==> src/rtl/done_responder_pkg.sv <==
// Shared types and defaults for the host-side done responder.
// Contents:
//   responder_state            - states of the responder FSM
//   done_state                 - states of the AFU-side done controller
//   ResponseStatistcsInterface - statistics bundle that travels with a report
//   SOFT_RESET_CYCLES_DEFAULT / REPORT_TIMEOUT_CYCLES_DEFAULT
//   status_present()           - true when a status word carries a report
package done_responder_pkg;

    localparam int SOFT_RESET_CYCLES_DEFAULT     = 8;
    localparam int REPORT_TIMEOUT_CYCLES_DEFAULT = 1024;

    typedef enum logic [2:0] {
        RSP_RESET,
        RSP_IDLE,
        RSP_SOFT_RESET,
        RSP_WAIT_REPORT,
        RSP_ACK,
        RSP_DRAIN
    } responder_state;

    typedef enum logic [1:0] {
        DONE_IDLE,
        DONE_SOFT_RESET,
        DONE_REPORT,
        DONE_WAIT_ACK
    } done_state;

    typedef struct packed {
        logic [31:0] read_responses;
        logic [31:0] write_responses;
    } ResponseStatistcsInterface;

    // The algorithm always finishes with a nonzero status, so zero means
    // "nothing presented".
    function automatic logic status_present(input logic [0:63] status);
        return |status;
    endfunction

endpackage

==> src/rtl/done_report_capture.sv <==
// Capture registers for the report handed over by the done controller.
// Ports:
//   clk_i, rst_ni   - clock, asynchronous active-low reset
//   capture_i       - load status/statistics this cycle
//   timeout_set_i   - set the sticky report-timeout flag
//   read_i          - host has read the status; clears valid/overflow/timeout
//   status_i/stats_i- report being presented
//   status_o/stats_o- captured report (kept across host reads)
//   valid_o         - captured report not yet read
//   overflow_o      - sticky: a report was overwritten before being read
//   timeout_o       - sticky: a report did not arrive in time
module done_report_capture
    import done_responder_pkg::*;
(
    input  logic                      clk_i,
    input  logic                      rst_ni,
    input  logic                      capture_i,
    input  logic                      timeout_set_i,
    input  logic                      read_i,
    input  logic [0:63]               status_i,
    input  ResponseStatistcsInterface stats_i,
    output logic [0:63]               status_o,
    output ResponseStatistcsInterface stats_o,
    output logic                      valid_o,
    output logic                      overflow_o,
    output logic                      timeout_o
);

    logic [0:63]               status_q;
    ResponseStatistcsInterface stats_q;
    logic                      valid_q, valid_d;
    logic                      overflow_q, overflow_d;
    logic                      timeout_q, timeout_d;

    // A capture beats a simultaneous read: the new report stays valid, and
    // because the read consumed the old one it is not counted as overwritten.
    always_comb begin
        valid_d    = valid_q;
        overflow_d = overflow_q;
        timeout_d  = timeout_q;
        if (read_i) begin
            valid_d    = 1'b0;
            overflow_d = 1'b0;
            timeout_d  = 1'b0;
        end
        if (capture_i) begin
            valid_d = 1'b1;
            if (valid_q && !read_i) begin
                overflow_d = 1'b1;
            end
        end
        if (timeout_set_i) begin
            timeout_d = 1'b1;
        end
    end

    always_ff @(posedge clk_i or negedge rst_ni) begin
        if (!rst_ni) begin
            status_q   <= '0;
            stats_q    <= '0;
            valid_q    <= 1'b0;
            overflow_q <= 1'b0;
            timeout_q  <= 1'b0;
        end else begin
            if (capture_i) begin
                status_q <= status_i;
                stats_q  <= stats_i;
            end
            valid_q    <= valid_d;
            overflow_q <= overflow_d;
            timeout_q  <= timeout_d;
        end
    end

    assign status_o   = status_q;
    assign stats_o    = stats_q;
    assign valid_o    = valid_q;
    assign overflow_o = overflow_q;
    assign timeout_o  = timeout_q;

endmodule

==> src/rtl/done_responder.sv <==
// Host-facing partner of the AFU done controller. Answers a soft-reset
// request (falling edge on reset_done) with a timed soft_rstn pulse, then
// waits for the controller's report, captures it for MMIO and acknowledges.
// Ports:
//   clock, rstn                  - clock, asynchronous active-low reset
//   enabled_in                   - AFU enable (registered before use)
//   reset_done                   - 1->0 transition requests a soft reset
//   report_algorithm_status      - nonzero when a report is presented
//   report_response_statistics   - statistics accompanying the report
//   mmio_status_read             - host read pulse
//   soft_rstn                    - active-low soft reset to the datapath
//   report_algorithm_status_ack  - one-cycle acknowledge of a capture
//   mmio_*                       - captured report and sticky flags
//   responder_busy               - FSM is not idle
module done_responder
    import done_responder_pkg::*;
#(
    parameter int SOFT_RESET_CYCLES     = SOFT_RESET_CYCLES_DEFAULT,
    parameter int REPORT_TIMEOUT_CYCLES = REPORT_TIMEOUT_CYCLES_DEFAULT
) (
    input  logic                      clock,
    input  logic                      rstn,
    input  logic                      enabled_in,
    input  logic                      reset_done,
    input  logic [0:63]               report_algorithm_status,
    input  ResponseStatistcsInterface report_response_statistics,
    input  logic                      mmio_status_read,
    output logic                      soft_rstn,
    output logic                      report_algorithm_status_ack,
    output logic [0:63]               mmio_algorithm_status,
    output ResponseStatistcsInterface mmio_response_statistics,
    output logic                      mmio_status_valid,
    output logic                      mmio_status_overflow,
    output logic                      mmio_report_timeout,
    output logic                      responder_busy
);

    localparam logic [7:0]  SOFT_LOAD       = 8'(SOFT_RESET_CYCLES - 1);
    localparam logic [31:0] TIMEOUT_LAST    = 32'(REPORT_TIMEOUT_CYCLES - 1);
    localparam logic        TIMEOUT_ENABLED = (REPORT_TIMEOUT_CYCLES != 0);

    logic           enabled_q;
    logic           reset_done_q;
    logic           reset_done_prev_q;
    logic           pending_q;
    responder_state state_q;
    logic [7:0]     soft_count_q;
    logic [31:0]    wait_count_q;
    logic           soft_rstn_q;
    logic           ack_q;

    logic request_edge;
    logic report_present;
    logic capture;
    logic timeout_hit;

    assign request_edge   = reset_done_prev_q & ~reset_done_q;
    assign report_present = status_present(report_algorithm_status);
    assign capture        = enabled_q && (state_q == RSP_WAIT_REPORT) && report_present;
    assign timeout_hit    = TIMEOUT_ENABLED && enabled_q && (state_q == RSP_WAIT_REPORT)
                            && !report_present && (wait_count_q == TIMEOUT_LAST);

    // Edge registers reset to 1 so that leaving reset with reset_done high
    // does not look like a request.
    always_ff @(posedge clock or negedge rstn) begin
        if (!rstn) begin
            enabled_q         <= 1'b0;
            reset_done_q      <= 1'b1;
            reset_done_prev_q <= 1'b1;
        end else begin
            enabled_q         <= enabled_in;
            reset_done_q      <= reset_done;
            reset_done_prev_q <= reset_done_q;
        end
    end

    // Responder FSM. The request edge is recorded in pending_q whatever the
    // enable, so a request made while disabled is serviced once enabled.
    // The ack is cleared every cycle so it stays a single-cycle pulse even
    // if the enable drops while in RSP_ACK.
    always_ff @(posedge clock or negedge rstn) begin
        if (!rstn) begin
            state_q      <= RSP_RESET;
            pending_q    <= 1'b0;
            soft_count_q <= '0;
            wait_count_q <= '0;
            soft_rstn_q  <= 1'b0;
            ack_q        <= 1'b0;
        end else begin
            ack_q <= 1'b0;
            if (enabled_q) begin
                case (state_q)
                    RSP_RESET: begin
                        state_q     <= RSP_IDLE;
                        soft_rstn_q <= 1'b1;
                    end
                    RSP_IDLE: begin
                        if (pending_q) begin
                            state_q      <= RSP_SOFT_RESET;
                            pending_q    <= 1'b0;
                            soft_rstn_q  <= 1'b0;
                            soft_count_q <= SOFT_LOAD;
                        end
                    end
                    RSP_SOFT_RESET: begin
                        if (soft_count_q == 8'd0) begin
                            state_q      <= RSP_WAIT_REPORT;
                            soft_rstn_q  <= 1'b1;
                            wait_count_q <= '0;
                        end else begin
                            soft_count_q <= soft_count_q - 8'd1;
                        end
                    end
                    RSP_WAIT_REPORT: begin
                        if (capture) begin
                            state_q <= RSP_ACK;
                            ack_q   <= 1'b1;
                        end else if (timeout_hit) begin
                            state_q <= RSP_IDLE;
                        end else if (TIMEOUT_ENABLED) begin
                            wait_count_q <= wait_count_q + 32'd1;
                        end
                    end
                    RSP_ACK: begin
                        state_q <= RSP_DRAIN;
                    end
                    RSP_DRAIN: begin
                        // The controller holds its report briefly after the
                        // ack; waiting for zero avoids capturing it twice.
                        if (!report_present) begin
                            state_q <= RSP_IDLE;
                        end
                    end
                    default: begin
                        state_q <= RSP_RESET;
                    end
                endcase
            end
            if (request_edge) begin
                pending_q <= 1'b1;
            end
        end
    end

    done_report_capture u_capture (
        .clk_i         (clock),
        .rst_ni        (rstn),
        .capture_i     (capture),
        .timeout_set_i (timeout_hit),
        .read_i        (mmio_status_read),
        .status_i      (report_algorithm_status),
        .stats_i       (report_response_statistics),
        .status_o      (mmio_algorithm_status),
        .stats_o       (mmio_response_statistics),
        .valid_o       (mmio_status_valid),
        .overflow_o    (mmio_status_overflow),
        .timeout_o     (mmio_report_timeout)
    );

    assign soft_rstn                   = soft_rstn_q;
    assign report_algorithm_status_ack = ack_q;
    assign responder_busy              = (state_q != RSP_IDLE);

endmodule

==> config.mk <==
export PLATFORM = sky130hd
export DESIGN_NAME = done_responder
export DESIGN_NICKNAME = d
export VERILOG_FILES = /design/src/rtl/done_responder_pkg.sv /design/src/rtl/done_report_capture.sv /design/src/rtl/done_responder.sv
export SDC_FILE = /design/constraint.sdc
export NUM_CORES = 1
export LEC_CHECK = 0
export ABC_AREA = 1
export BUFFER_PORTS_ARGS = -buffer_cell sky130_fd_sc_hd__buf_2
export CAP_MARGIN = 40
export CORE_UTILIZATION = 35
export CTS_CLUSTER_SIZE = 16
export DETAILED_ROUTE_END_ITERATION = 12
export GPL_TIMING_DRIVEN = 0
export PLACE_DENSITY = 0.68
export SLEW_MARGIN = 20
export SYNTH_ARGS = -nofsm -noshare
export SYNTH_HDL_FRONTEND = slang
export SYNTH_HIERARCHICAL = 1
export SYNTH_SLANG_ARGS = --single-unit
==> constraint.sdc <==
create_clock -name clock -period 2.4 [get_ports clock]
set_input_delay 0.24 -clock clock [delete_from_list [all_inputs] [get_ports clock]]
set_output_delay 0.24 -clock clock [all_outputs]
set_load 0.005 [all_outputs]
# Yosys cells after proc, flatten, opt, wreduce, memory -nomap -nowiden
# Index checks and enable logic that the tools add are counted.
[op_classes]
n_addsub = 2
eq_ne = 14
n_mux = 28
bitwise = 2
reduce_logical = 22
[ops]
columns = ["cell", "count"]
rows = [
  ["2-to-1 mux 32 bit", 3],
  ["case mux 32 bit (2 select lines)", 1],
  ["OR reduction 64 bit", 1],
  ["adder 32 x 1 -> 32 bit, second input constant", 1],
  ["equality test 32 x 10 -> 1 bit, second input constant", 1],
  ["case mux 3 bit (6 select lines)", 1],
  ["2-to-1 mux 8 bit", 2],
  ["case mux 8 bit (2 select lines)", 1],
  ["2-to-1 mux 3 bit", 5],
  ["2-to-1 mux 1 bit", 14],
  ["inequality test 2 bit, second input constant", 6],
  ["nonzero test 2 bit", 6],
  ["AND reduction 5 bit", 2],
  ["zero test 8 bit", 1],
  ["AND reduction 4 bit", 2],
  ["subtractor 8 x 1 -> 8 bit, second input constant", 1],
  ["equality test 3 x 2 -> 1 bit, second input constant", 2],
  ["equality test 3 bit, second input constant", 2],
  ["logical AND 1 bit", 5],
  ["equality test 3 x 1 -> 1 bit, second input constant", 1],
  ["zero test 3 bit", 1],
  ["inequality test 3 x 1 -> 1 bit, second input constant", 1],
  ["inequality test 3 bit, second input constant", 1],
  ["case mux 1 bit (3 select lines)", 1],
  ["5 further kinds", 6],
]
[word_totals]
reg_bits = 180
input_bits = 133
out_inout_bits = 134
word_cells = 83

# Depth between registers and ports, before layout
[depth]
ltp_word = 7
mapped_depth = 13
depth_no_buf = 12

# By module
# The synthesis kept the hierarchy.
[modules_own_cells]
columns = ["module", "n_inst", "cells_per_inst", "area_each_um2", "seq_area_each_um2"]
rows = [
  ["done_report_capture", 1, 553, 4924.7, 3278.1],
  ["done_responder", 1, 572, 3545.9, 1228.7],
]

# Least setup slack after synthesis
# Ideal clock, no wire load.
[synth_path]
path_type = "register to register"
from = "register wait_count_q[0]"
to = "register state_q[0]"
setup_ns = 0.118
arrival_ns = 1.615
required_ns = 2.282
path_slack_ns = 0.668
stages_incl_launch_ff = 13
n_path_buf = 0
synth_period_minus_slack_ns = 1.732
cell_sequence = "dfrtp_1 ha_1 nand2_1 nor2_2 nand2_1 inv_1 nand2_1 nor2_1 nand3_1 nand3_1 nand2_1 nand2_1 nand2_1"
[synth_between]
elab_chain_cells = 4
[synth_rtl]
columns = ["element", "line", "rtl"]
rows = [
  ["from (decl)", "done_responder.sv:48", "logic [31:0] wait_count_q;"],
  ["from (signal assigned)", "done_responder.sv:121", "wait_count_q <= wait_count_q + 32'd1;"],
  ["equality test 32 x 10 -> 1 bit", "done_responder.sv:61", "&& !report_present && (wait_count_q == TIMEOUT_LAST);"],
  ["logical AND 1 bit", "done_responder.sv:61", ""],
  ["inequality test 3 bit (no line)", "-", ""],
  ["AND reduction 5 bit (no line)", "-", ""],
  ["to (signal assigned)", "done_responder.sv:83", "state_q <= RSP_RESET;"],
  ["to (signal assigned)", "done_responder.sv:94", "state_q <= RSP_IDLE;"],
  ["to (signal assigned)", "done_responder.sv:99", "state_q <= RSP_SOFT_RESET;"],
  ["to (decl)", "done_responder.sv:46", "responder_state state_q;"],
]
# No other way between the ends.
# A chain may end at the register's enable or synchronous reset.

# Worst setup path after layout
[layout_path]
from = "register wait_count_q[0]"
to = "register state_q[2]"
# The elaborated chain is that of the path after synthesis.

==> reports/metrics.sh <==
STATUS='completed'
FIRST_GLOBAL_VIAS=7681
WL_PER_CELL_UM=14.9
H-TREE-DEPTH=4
DIE-HEIGHT_UM=158
REGTOREGSETUPSLACK_NS=0.22
CRIT-REG2REG-LAUNCH='wait_count_q[0]'
WORST_HOLD_CHECK_PATH_TYPE='input port to flop'
FINAL_MIN_PERIOD_OVER_CLOCK_PERIOD=0.908
FINAL-SETUP-VIOL-COUNT=0
PEAKVDDDROP_V=0.000392
MAX_FREQ_MHz=459
ROWS=56
SYNTHTOLAYOUTAREAGROWTH_PCT=31.5
CRITICAL_PATH.REG2REG.ENDPOINT='state_q[2]'
FINALWEIGHTEDCONGESTION=0.898
CRIT_PATH_CELL_TRACE='ha_2 -> nand2_1 -> nor2_2 -> nand2_2 -> inv_1 -> nand2_1 -> nor2_1 -> nand3_1 -> nand3_1 -> nand2_1 -> nand2_1 -> nand2_1'
NETLIST_INSTANCES=1125
I_O_PINS=267
TIMING.CRITICAL_PATH.FROM='wait_count_q[0]'
YS.WARNINGS.COUNT=6
TRANSITION_TIME_AT_THE_PIN_WITH_THE_LEAST_SLEW_MARGIN_NS=0.576
POWER_PER_CELL_AREA_nW_PER_UM2=563
POST-SYNTH-TOP-AREA-CELL='sky130_fd_sc_hd__dfrtp_1'
SLEW_HEADROOM=0.613
CP_DATA_ARRIVAL_TIME_NS=2.51
TIMING.CLOCK.SKEW_NS=0.0153
HOLD_WS_NS=0.0122
MAX_CLOCK_BUF_DEPTH=2
YOSYSTOPAREACELLSHARE=0.526
GRT_ANTENNA_BEFORE_REPAIR=5
GRT_START_MAX_NET_PINS=66
RSZ0062_AT_GRT='false'
STARTPOINT_TYPE='flop'
LAYOUT_COMMONEST_CELL='sky130_fd_sc_hd__nand2_1'
DESIGN.DIE.AREA_UM2=24800
CORE_BOX_AREA_UM2=23600
ROUTED_WL_UM=26400
CRIT_PATH_MAX_INCR_DELAY_NS=0.45
POST-ROUTE-MIN-PERIOD_NS=2.18
CAP_VIOL_MAX_COUNT=0
SYN_NETS=1260
POST_CTS.REPAIR.SETUP_BUFFERS=0
SYNTHESIS.AREA_UM2=8470
DRIVE_GT1_FRAC=0.245
CTS.REPORTEDPATHS.CLKPINSLEW_NS=0.08
POSTSYNTHAREAPERCELL_UM2=7.53
CRIT_PATH_FREQUENT_CELL='sky130_fd_sc_hd__nand2_1'
WORSTSKEWPAIRLATENCY_NS=0.43
LAYOUT.CORE_UTILIZATION=0.472
TIMING.CRITICAL_PATH.TO_TYPE='flop'
FINALWORSTSETUPSLACK_NS=0.221
DIE_W_UM=158
TRITONCTS='done'
ANTENNA_VIOLATING_NETS_POST_ROUTE=0
CTS_NUM_SINKS=180
GLOBALROUTETOTALUTIL=0.214
NUMCTSBUFFERS=17
SEQ_TOTAL_AREA_YOSYS=0.532
GRT_PASS1_WL_UM=40500
YS_TOP_CELLS_BY_AREA='sky130_fd_sc_hd__dfrtp_1, sky130_fd_sc_hd__nand2_1, sky130_fd_sc_hd__nor2_1'
PATH_CLASS='flop to flop'
DRT_ITER0_DRC=557
PORT-BUFFER-COUNT=266
ROUTED-VIA-COUNT=8187
TIMING_HOLD_VIOLATIONS_FINAL=0
TIMING.CRITICAL_PATH.TO='state_q[2]'
R2R_CELLS=12
CP_SLOWEST_CELL='sky130_fd_sc_hd__dfrtp_2'
CRITICAL_PATH.MAX_FANOUT=6
CRITICAL_PATH_REQUIRED_NS=2.73
YS_SEQ_ELEMENTS=180
N_FILL_CELL=2388
DRT_PASS_1_ITERS=7
POWER.STATIC_LEAKAGE_nW=6.40
P_TOTAL_mW=6.27
RESIDUAL_DRC=0
CLOCKROOTBUFFER='sky130_fd_sc_hd__clkbuf_16'
LAYOUT_COMMON_CELLS='sky130_fd_sc_hd__nand2_1, sky130_fd_sc_hd__buf_2, sky130_fd_sc_hd__dfrtp_1'
GR-TOTAL-OVERFLOW=0
PLACE_WORST_SETUP_SLACK_NS=0.0607
NNETSFINAL=1569
TIMING.FINAL.MAX_SLEW_VIOLATIONS=0
SYNTHDISTINCTLIBCELLS=32
ROUTED_VIA_DENSITY=4.63
START_UTIL=0.359
DP_HPWL_UM=20200
cell families after synthesis:
kind of cell / Yosys count / synth area share
xor+xnor: 17 / 0.0176
buf+inv: 93 / 0.0530
simple gates: 813 / 0.380
compound gates: 20 / 0.0140
flops: 180 / 0.532
fa+ha+maj: 2 / 0.00295
flip-flops by register name, summed over array words and instances (netlist names):
register and count:
u_capture/stats_o 64, state_q 3, wait_count_q 32, u_capture/valid_o 1, report_algorithm_status_ack 1, pending_q 1
enabled_q 1, u_capture/overflow_o 1, soft_count_q 8, reset_done_q 1, u_capture/timeout_o 1, reset_done_prev_q 1
u_capture/status_o 64, soft_rstn 1
per-layer routing:
metal,global-route usage,part of all wire,vias to the layer above,wire [um]
li1,-,-,4079,-
met1,0.259,0.42,3782,11100
met2,0.369,0.47,275,12400
met3,0.0493,0.080,49,2120
met4,0.0841,0.029,2,769
met5,0,0.00034,-,9
where the power goes:
group / switching, mW / internal, mW / total (mW)
combinational: 0.126 / 0.118 / 0.244
clock: 1.44 / 1.56 / 2.99
sequential: 0.00119 / 3.03 / 3.03
synth_stat cells (all sizes together):
| library cell | count |
|---|---|
| a21o | 1 |
| a21oi | 3 |
| a31oi | 1 |
| and2 | 1 |
| buf | 37 |
| clkbuf | 5 |
| dfrtp | 178 |
| dfstp | 2 |
| ha | 2 |
| inv | 51 |
| nand2 | 590 |
| nand3 | 66 |
| nand3b | 1 |
| nand4 | 5 |
| nor2 | 130 |
| nor3 | 17 |
| nor3b | 2 |
| o21ai | 9 |
| o31ai | 6 |
| or2 | 1 |
| xnor2 | 6 |
| xor2 | 11 |
metrics by stage:
stage	cell area, um2	instances	TNS [ns]
2_1_floorplan	8470	1125	0
3_3_place_gp	10200	1710	-343.42
3_5_place_dp	10300	1712	0
4_1_cts	11100	1766	0
5_1_grt	11100	1769	0
6_report	11100	1770	0
what timing repair did:
item | in CTS | in global routing
hold buffers | 22 | 0
gates resized for setup | 0 | 3
endpoints found under the hold margin | 85 | 0
endpoints found under the setup margin | 0 | 36
worst min path at each step:
stage / end / slack [ns] / start / depth (start not counted)
finish: u_capture/stats_o[7] / 0.01 / report_response_statistics[7] / 3
global route: u_capture/stats_o[43] / 0.006 / report_response_statistics[43] / 3
CTS: u_capture/stats_o[7] / 0.0001 / report_response_statistics[7] / 3
detailed placement: u_capture/stats_o[27] / 0.21 / rstn / 1
global placement: reset_done_q / 0.35 / reset_done / 1
floorplan: enabled_q / -0.06 / rstn / 0
layout make-up:
| type | instances | area, um2 | area share |
|---|---|---|---|
| Antenna cell | 4 | 10.0 | 0.000899 |
| Buffer | 42 | 258 | 0.0231 |
| Clock buffer | 18 | 439 | 0.0394 |
| Clock inverter | 14 | 196 | 0.0176 |
| Inverter | 51 | 191 | 0.0172 |
| Multi-Input combinational cell | 852 | 3520 | 0.316 |
| Sequential cell | 180 | 4510 | 0.405 |
| Tap cell | 319 | 399 | 0.0358 |
| Timing Repair Buffer | 290 | 1620 | 0.145 |
worst max-delay path: cells and delay by family (launching register included):
kind / cells / cell delay, ns
AND/OR/NAND/NOR: 10 / 1.16
flip-flops: 1 / 0.45
adder cells (fa/ha/maj): 1 / 0.28
buffers and inverters: 1 / 0.19
Note: power is estimated with default switching activity, not from simulation.
